--- src/rtl/mss_uart_fabric_rx.sv ---
// Fabric-side 8N1 receiver for the MSS MMUART TXD line: 16x oversampled decode
// feeding a small show-ahead FIFO with framing-error pulse and sticky overflow.
module mss_uart_fabric_rx #(
  parameter int BAUD_DIV   = 27,
  parameter int FIFO_DEPTH = 4
) (
  input  logic                          CLK_BASE,
  input  logic                          FAB_RESET_N,
  input  logic                          MMUART_TXD_M2F,
  output logic [7:0]                    RX_DATA,
  output logic                          RX_VALID,
  input  logic                          RX_READY,
  output logic [$clog2(FIFO_DEPTH):0]   RX_COUNT,
  output logic                          FERR,
  output logic                          OVF,
  input  logic                          OVF_CLR,
  output logic                          BUSY
);

  localparam int PW = $clog2(FIFO_DEPTH);
  localparam int CW = PW + 1;
  localparam logic [11:0]   TICK_LAST = 12'(BAUD_DIV - 1);
  localparam logic [CW-1:0] FULL_CNT  = CW'(FIFO_DEPTH);

  typedef enum logic [2:0] {
    IDLE      = 3'd0,
    START     = 3'd1,
    DATA      = 3'd2,
    STOP      = 3'd3,
    WAIT_HIGH = 3'd4
  } state_t;

  logic          sync1_r;
  logic          sync2_r;
  logic          prev_r;
  logic [11:0]   tick_cnt_r;
  state_t        state_r;
  logic [3:0]    samp_r;
  logic [2:0]    bit_idx_r;
  logic [7:0]    shift_r;
  logic          ferr_r;
  logic          busy_r;
  logic [7:0]    mem_r [FIFO_DEPTH];
  logic [PW-1:0] wr_ptr_r;
  logic [PW-1:0] rd_ptr_r;
  logic [CW-1:0] count_r;
  logic          valid_r;
  logic          ovf_r;

  logic          tick_s;
  logic          fall_s;
  logic          start_s;
  logic          stop_smp_s;
  logic          push_s;
  logic          pop_s;
  logic          full_s;
  logic          wr_s;
  logic          ovf_set_s;
  logic [CW-1:0] count_next_s;

  // Two-flop synchronizer plus one delayed copy for falling-edge detection
  always_ff @(posedge CLK_BASE or negedge FAB_RESET_N) begin
    if (!FAB_RESET_N) begin
      sync1_r <= 1'b1;
      sync2_r <= 1'b1;
      prev_r  <= 1'b1;
    end else begin
      sync1_r <= MMUART_TXD_M2F;
      sync2_r <= sync1_r;
      prev_r  <= sync2_r;
    end
  end

  // Control strobes and FIFO handshake decode
  always_comb begin
    tick_s     = (tick_cnt_r == TICK_LAST);
    fall_s     = prev_r & ~sync2_r;
    start_s    = (state_r == IDLE) && fall_s;
    stop_smp_s = (state_r == STOP) && tick_s && (samp_r == 4'd15);
    push_s     = stop_smp_s && sync2_r;
    pop_s      = valid_r && RX_READY;
    full_s     = (count_r == FULL_CNT);
    wr_s       = push_s && (!full_s || pop_s);
    ovf_set_s  = push_s && full_s && !pop_s;
    if (wr_s && !pop_s) begin
      count_next_s = count_r + CW'(1);
    end else if (!wr_s && pop_s) begin
      count_next_s = count_r - CW'(1);
    end else begin
      count_next_s = count_r;
    end
  end

  // Free-running oversample tick, re-phased to the detected start edge
  always_ff @(posedge CLK_BASE or negedge FAB_RESET_N) begin
    if (!FAB_RESET_N) begin
      tick_cnt_r <= 12'd0;
    end else if (start_s || tick_s) begin
      tick_cnt_r <= 12'd0;
    end else begin
      tick_cnt_r <= tick_cnt_r + 12'd1;
    end
  end

  // Receiver FSM: start validation at mid-bit, then one sample per 16 ticks
  always_ff @(posedge CLK_BASE or negedge FAB_RESET_N) begin
    if (!FAB_RESET_N) begin
      state_r   <= IDLE;
      samp_r    <= 4'd0;
      bit_idx_r <= 3'd0;
      shift_r   <= 8'h00;
      ferr_r    <= 1'b0;
      busy_r    <= 1'b0;
    end else begin
      ferr_r <= 1'b0;
      case (state_r)
        IDLE: begin
          if (fall_s) begin
            state_r <= START;
            samp_r  <= 4'd0;
            busy_r  <= 1'b1;
          end
        end
        START: begin
          if (tick_s) begin
            if (samp_r == 4'd7) begin
              samp_r <= 4'd0;
              if (!sync2_r) begin
                state_r   <= DATA;
                bit_idx_r <= 3'd0;
              end else begin
                state_r <= IDLE;
                busy_r  <= 1'b0;
              end
            end else begin
              samp_r <= samp_r + 4'd1;
            end
          end
        end
        DATA: begin
          if (tick_s) begin
            if (samp_r == 4'd15) begin
              samp_r  <= 4'd0;
              shift_r <= {sync2_r, shift_r[7:1]};
              if (bit_idx_r == 3'd7) begin
                state_r <= STOP;
              end else begin
                bit_idx_r <= bit_idx_r + 3'd1;
              end
            end else begin
              samp_r <= samp_r + 4'd1;
            end
          end
        end
        STOP: begin
          if (tick_s) begin
            if (samp_r == 4'd15) begin
              samp_r <= 4'd0;
              if (sync2_r) begin
                state_r <= IDLE;
                busy_r  <= 1'b0;
              end else begin
                ferr_r  <= 1'b1;
                state_r <= WAIT_HIGH;
              end
            end else begin
              samp_r <= samp_r + 4'd1;
            end
          end
        end
        // A held-low line (break) must return high before a new frame is hunted
        WAIT_HIGH: begin
          if (sync2_r) begin
            state_r <= IDLE;
            busy_r  <= 1'b0;
          end
        end
        default: begin
          state_r <= IDLE;
          busy_r  <= 1'b0;
        end
      endcase
    end
  end

  // Receive FIFO storage, pointers, occupancy and sticky overflow
  always_ff @(posedge CLK_BASE or negedge FAB_RESET_N) begin
    if (!FAB_RESET_N) begin
      for (int i = 0; i < FIFO_DEPTH; i++) begin
        mem_r[i] <= 8'h00;
      end
      wr_ptr_r <= '0;
      rd_ptr_r <= '0;
      count_r  <= '0;
      valid_r  <= 1'b0;
      ovf_r    <= 1'b0;
    end else begin
      if (wr_s) begin
        mem_r[wr_ptr_r] <= shift_r;
        wr_ptr_r        <= wr_ptr_r + PW'(1);
      end
      if (pop_s) begin
        rd_ptr_r <= rd_ptr_r + PW'(1);
      end
      count_r <= count_next_s;
      valid_r <= (count_next_s != '0);
      if (ovf_set_s) begin
        ovf_r <= 1'b1;
      end else if (OVF_CLR) begin
        ovf_r <= 1'b0;
      end
    end
  end

  assign RX_DATA  = mem_r[rd_ptr_r];
  assign RX_VALID = valid_r;
  assign RX_COUNT = count_r;
  assign FERR     = ferr_r;
  assign OVF      = ovf_r;
  assign BUSY     = busy_r;

endmodule

--- config.mk ---
export PLATFORM = sky130hd
export DESIGN_NAME = mss_uart_fabric_rx
export DESIGN_NICKNAME = d
export VERILOG_FILES = /design/src/rtl/mss_uart_fabric_rx.sv
export SDC_FILE = /design/constraint.sdc
export NUM_CORES = 1
export LEC_CHECK = 0
export BUFFER_PORTS_ARGS = -buffer_cell sky130_fd_sc_hd__buf_2
export CORE_UTILIZATION = 40
export DETAILED_ROUTE_END_ITERATION = 16
export RECOVER_POWER = 50
export SYNTH_ARGS = -nofsm -noshare
export SYNTH_HDL_FRONTEND = slang
export SYNTH_SLANG_ARGS = --single-unit
--- constraint.sdc ---
create_clock -name CLK_BASE -period 3.9 [get_ports CLK_BASE]
set_clock_uncertainty 0.05 [all_clocks]
set_input_delay 0.39 -clock CLK_BASE [delete_from_list [all_inputs] [get_ports CLK_BASE]]
set_output_delay 0.39 -clock CLK_BASE [all_outputs]
set_load 0.01 [all_outputs]
==> impl_metrics.json <==
{
  "status": "complete, but fails checks",
  "violations": "capacitance limit, slew limit",
  "power_switching_w": 0.000652,
  "io_buffers": 19,
  "synth_area_leaders": "dfrtp_1, mux2_4, mux4_2",
  "synth_area_mm2": 0.00386,
  "r2r_slack_ns": 0.86,
  "worstPathArrival_ns": 3.23,
  "via_count": 2386,
  "synth.largest_area_cell": "dfrtp_1",
  "synthCells": 299,
  "post-place-cells": 440,
  "power_frac_comb": 0.197,
  "detail_route.wl_per_cell_um": 15.4,
  "relSlewSlack": -0.227,
  "final_cells": 456,
  "hp-start": "MMUART_TXD_M2F",
  "maxCapViolCount": 1,
  "synth_nets": 316,
  "synth_top_area_frac": 0.473,
  "place_ws_ns": 0.840,
  "cts_tree": "done",
  "wirelength_um": 7000,
  "core_area_mm2": 0.00928,
  "p_leak_nw": 2.11,
  "postLayoutSetupSlackWorst_ns": 0.863,
  "h-tree-depth": 3,
  "drc_errors": 0,
  "ctsResizeCount": 0,
  "fmaxAchievable_mhz": 329,
  "synth_seq_area_share": 0.494,
  "ys_types": 51,
  "drt_iter0_markers": 61,
  "cp_max_fo": 9,
  "die_h_um": 100,
  "n_fill_cell": 862,
  "worst_hold_slack_ns": 0.0778,
  "synth_area_per_cell_um2": 12.9,
  "crit_path_start": "tick_cnt_r[0]",
  "required_ns": 4.09,
  "area_growth_syn_to_layout_pct": 12.2,
  "r2r-start": "tick_cnt_r[0]",
  "rows": 35,
  "cts_setup_buffers": 0,
  "synth.most_common_cell": "dfrtp_1",
  "critPathCaptureType": "register",
  "grt_overflow_total": 0,
  "powerDensity_mw_per_mm2": 495,
  "grt_max_degree": 77,
  "hp-class": "in2reg",
  "synth_warnings": 0,
  "tightest_slew_ns": 1.84,
  "yosys-top-cells-count": "dfrtp_1, mux2_4, nor2_1",
  "layout-drive-gt1-share": 0.306,
  "setup_violations": 0,
  "antenna_found_initial": 0,
  "routabilityCongestion": 0.773,
  "ir_worst_vdd_v": 0.000318,
  "nNetsFinal": 339,
  "cts_buffers": 9,
  "start_util": 0.416,
  "num_antenna_cells": 0,
  "cp-start-kind": "register",
  "period_share": 0.779,
  "crit_chain": "inv_1, ha_1, or4b_4, nor4_4, and3_1, nand2_8, mux2_4",
  "ant_nets": 0,
  "internal_power_w": 0.00149,
  "io_pins": 20,
  "synth_enable_flop_cells": 0,
  "grt_pass1_vias": 2504,
  "grt_util_all_layers": 0.158,
  "fin_crit_ns": 3.04,
  "critical-path-max-stage-delay_ns": 0.74,
  "synthArstFlopShare": 1.00,
  "seqPwrFrac": 0.461,
  "die_w_um": 100,
  "dp_hpwl_um": 4830,
  "clock_latency_ns": 0.35,
  "grt_setup_unrepaired": "no",
  "crit_type": "reg2reg",
  "cts_root_buffer": "clkbuf_8",
  "clockBufferDepth": 2,
  "drt_pass1_iterations": 4,
  "clkSlewWorstSetupHoldPaths_ns": 0.08,
  "switching_share": 0.305,
  "drv_slew": 77,
  "setup_tns_ns": 0,
  "holdBufCountCts": 0,
  "numClockSinks": 76,
  "synth_flop_cell": "dfrtp_1",
  "hold_violations": 0,
  "p_clk_frac": 0.343,
  "grt_pass1_wl_um": 12200,
  "power.total_w": 0.00214,
  "crit_slowest_cell": "and3_1",
  "ys_ff_latch": 76,
  "die-area_mm2": 0.0100,
  "avgViaCountPerCell": 5.23
}
-- flip-flops by register name, indices dropped and copies added, names as in the netlist --
register    count
bit_idx_r       3
RX_COUNT        3
BUSY            1
sync1_r         1
mem_r          32
sync2_r         1
tick_cnt_r     12
prev_r          1
OVF             1
RX_VALID        1
state_r         3
samp_r          4
shift_r         8
wr_ptr_r        2
rd_ptr_r        2
FERR            1
-- logic make-up (layout without fill, tap and decap cells) --
logic type | after synthesis | count (layout) | share of synthesized area
compound gates | 37 | 37 | 0.0687
xor+xnor | 13 | 13 | 0.0295
fa+ha+maj | 12 | 12 | 0.0389
buf+inv | 22 | 50 | 0.0233
flops | 76 | 76 | 0.494
mux | 51 | 51 | 0.203
simple gates | 88 | 88 | 0.143
-- power groups by stage --
| stage | Clock (W) | Combinational [W] | Sequential (W) |
|---|---|---|---|
| after global routing | 0.000786 | 0.000482 | 0.00100 |
| final | 0.000734 | 0.000421 | 0.000986 |
| after global placement | 0 | 0.000416 | 0.000999 |
| after detailed placement | 0 | 0.000425 | 0.00100 |
| after CTS | 0.000753 | 0.000426 | 0.000989 |
| after floorplan | 0 | 0.000353 | 0.000947 |
-- layout make-up --
type,count,area [um^2],share of cell area
timing repair buffer,20,100,0.0231
clock buffer,9,124,0.0286
sequential,76,1910,0.440
clock inverter,7,121,0.0280
inverter,14,52.6,0.0121
tap,129,161,0.0373
multi-input combinational,201,1860,0.431
-- worst paths after layout --
kind                        endpoint  cells past startpoint
setup reg to reg           mem_r[28]                      7
min in group asynchronous  mem_r[24]                      1
max in group asynchronous  samp_r[3]                      1
hold reg to reg              sync2_r                      0
hold / removal               sync1_r                      1
setup / recovery           mem_r[28]                      7
-- critical path, delay by kind of cell, from the launching register on --
kind | cells | cell delay, ns
adders and majority gates | 1 | 0.15
buffers and inverters | 1 | 0.07
DFF | 1 | 0.42
muxes | 1 | 0.33
and+or+nand+nor | 4 | 1.89
-- cells in the final DEF, fill, tap and decap left out, types with 4 or more instances in the layout --
master / netlist / layout
ha_1: 12 / 12
a21oi_1: 4 / 4
o21ai_0: 9 / 9
clkbuf_8: 0 / 9
and3_1: 4 / 4
nor2_1: 21 / 21
mux2_4: 32 / 32
nand3_1: 12 / 12
buf_2: 0 / 16
inv_1: 14 / 14
nand2_1: 16 / 16
nor3b_1: 4 / 4
mux4_2: 8 / 8
xor2_1: 7 / 7
dfrtp_1: 73 / 73
mux2_2: 10 / 10
nand2_8: 4 / 4
xnor2_1: 6 / 6
-- per-stage QoR --
step	cell area, um^2	utilization
3_5_place_dp	4090	0.440
2_1_floorplan	3860	-
4_1_cts	4330	0.467
5_1_grt	4330	0.466
3_3_place_gp	4090	0.440
6_report	4330	0.466
-- per-layer routing --
metal,track usage,up-vias,part of all wire
met2,0.254,43,0.48
li1,-,1128,-
met1,0.200,1208,0.47
met5,0,-,0
met3,0.0494,7,0.038
met4,0.0580,0,0.013
(Power assumes the default switching activity.)
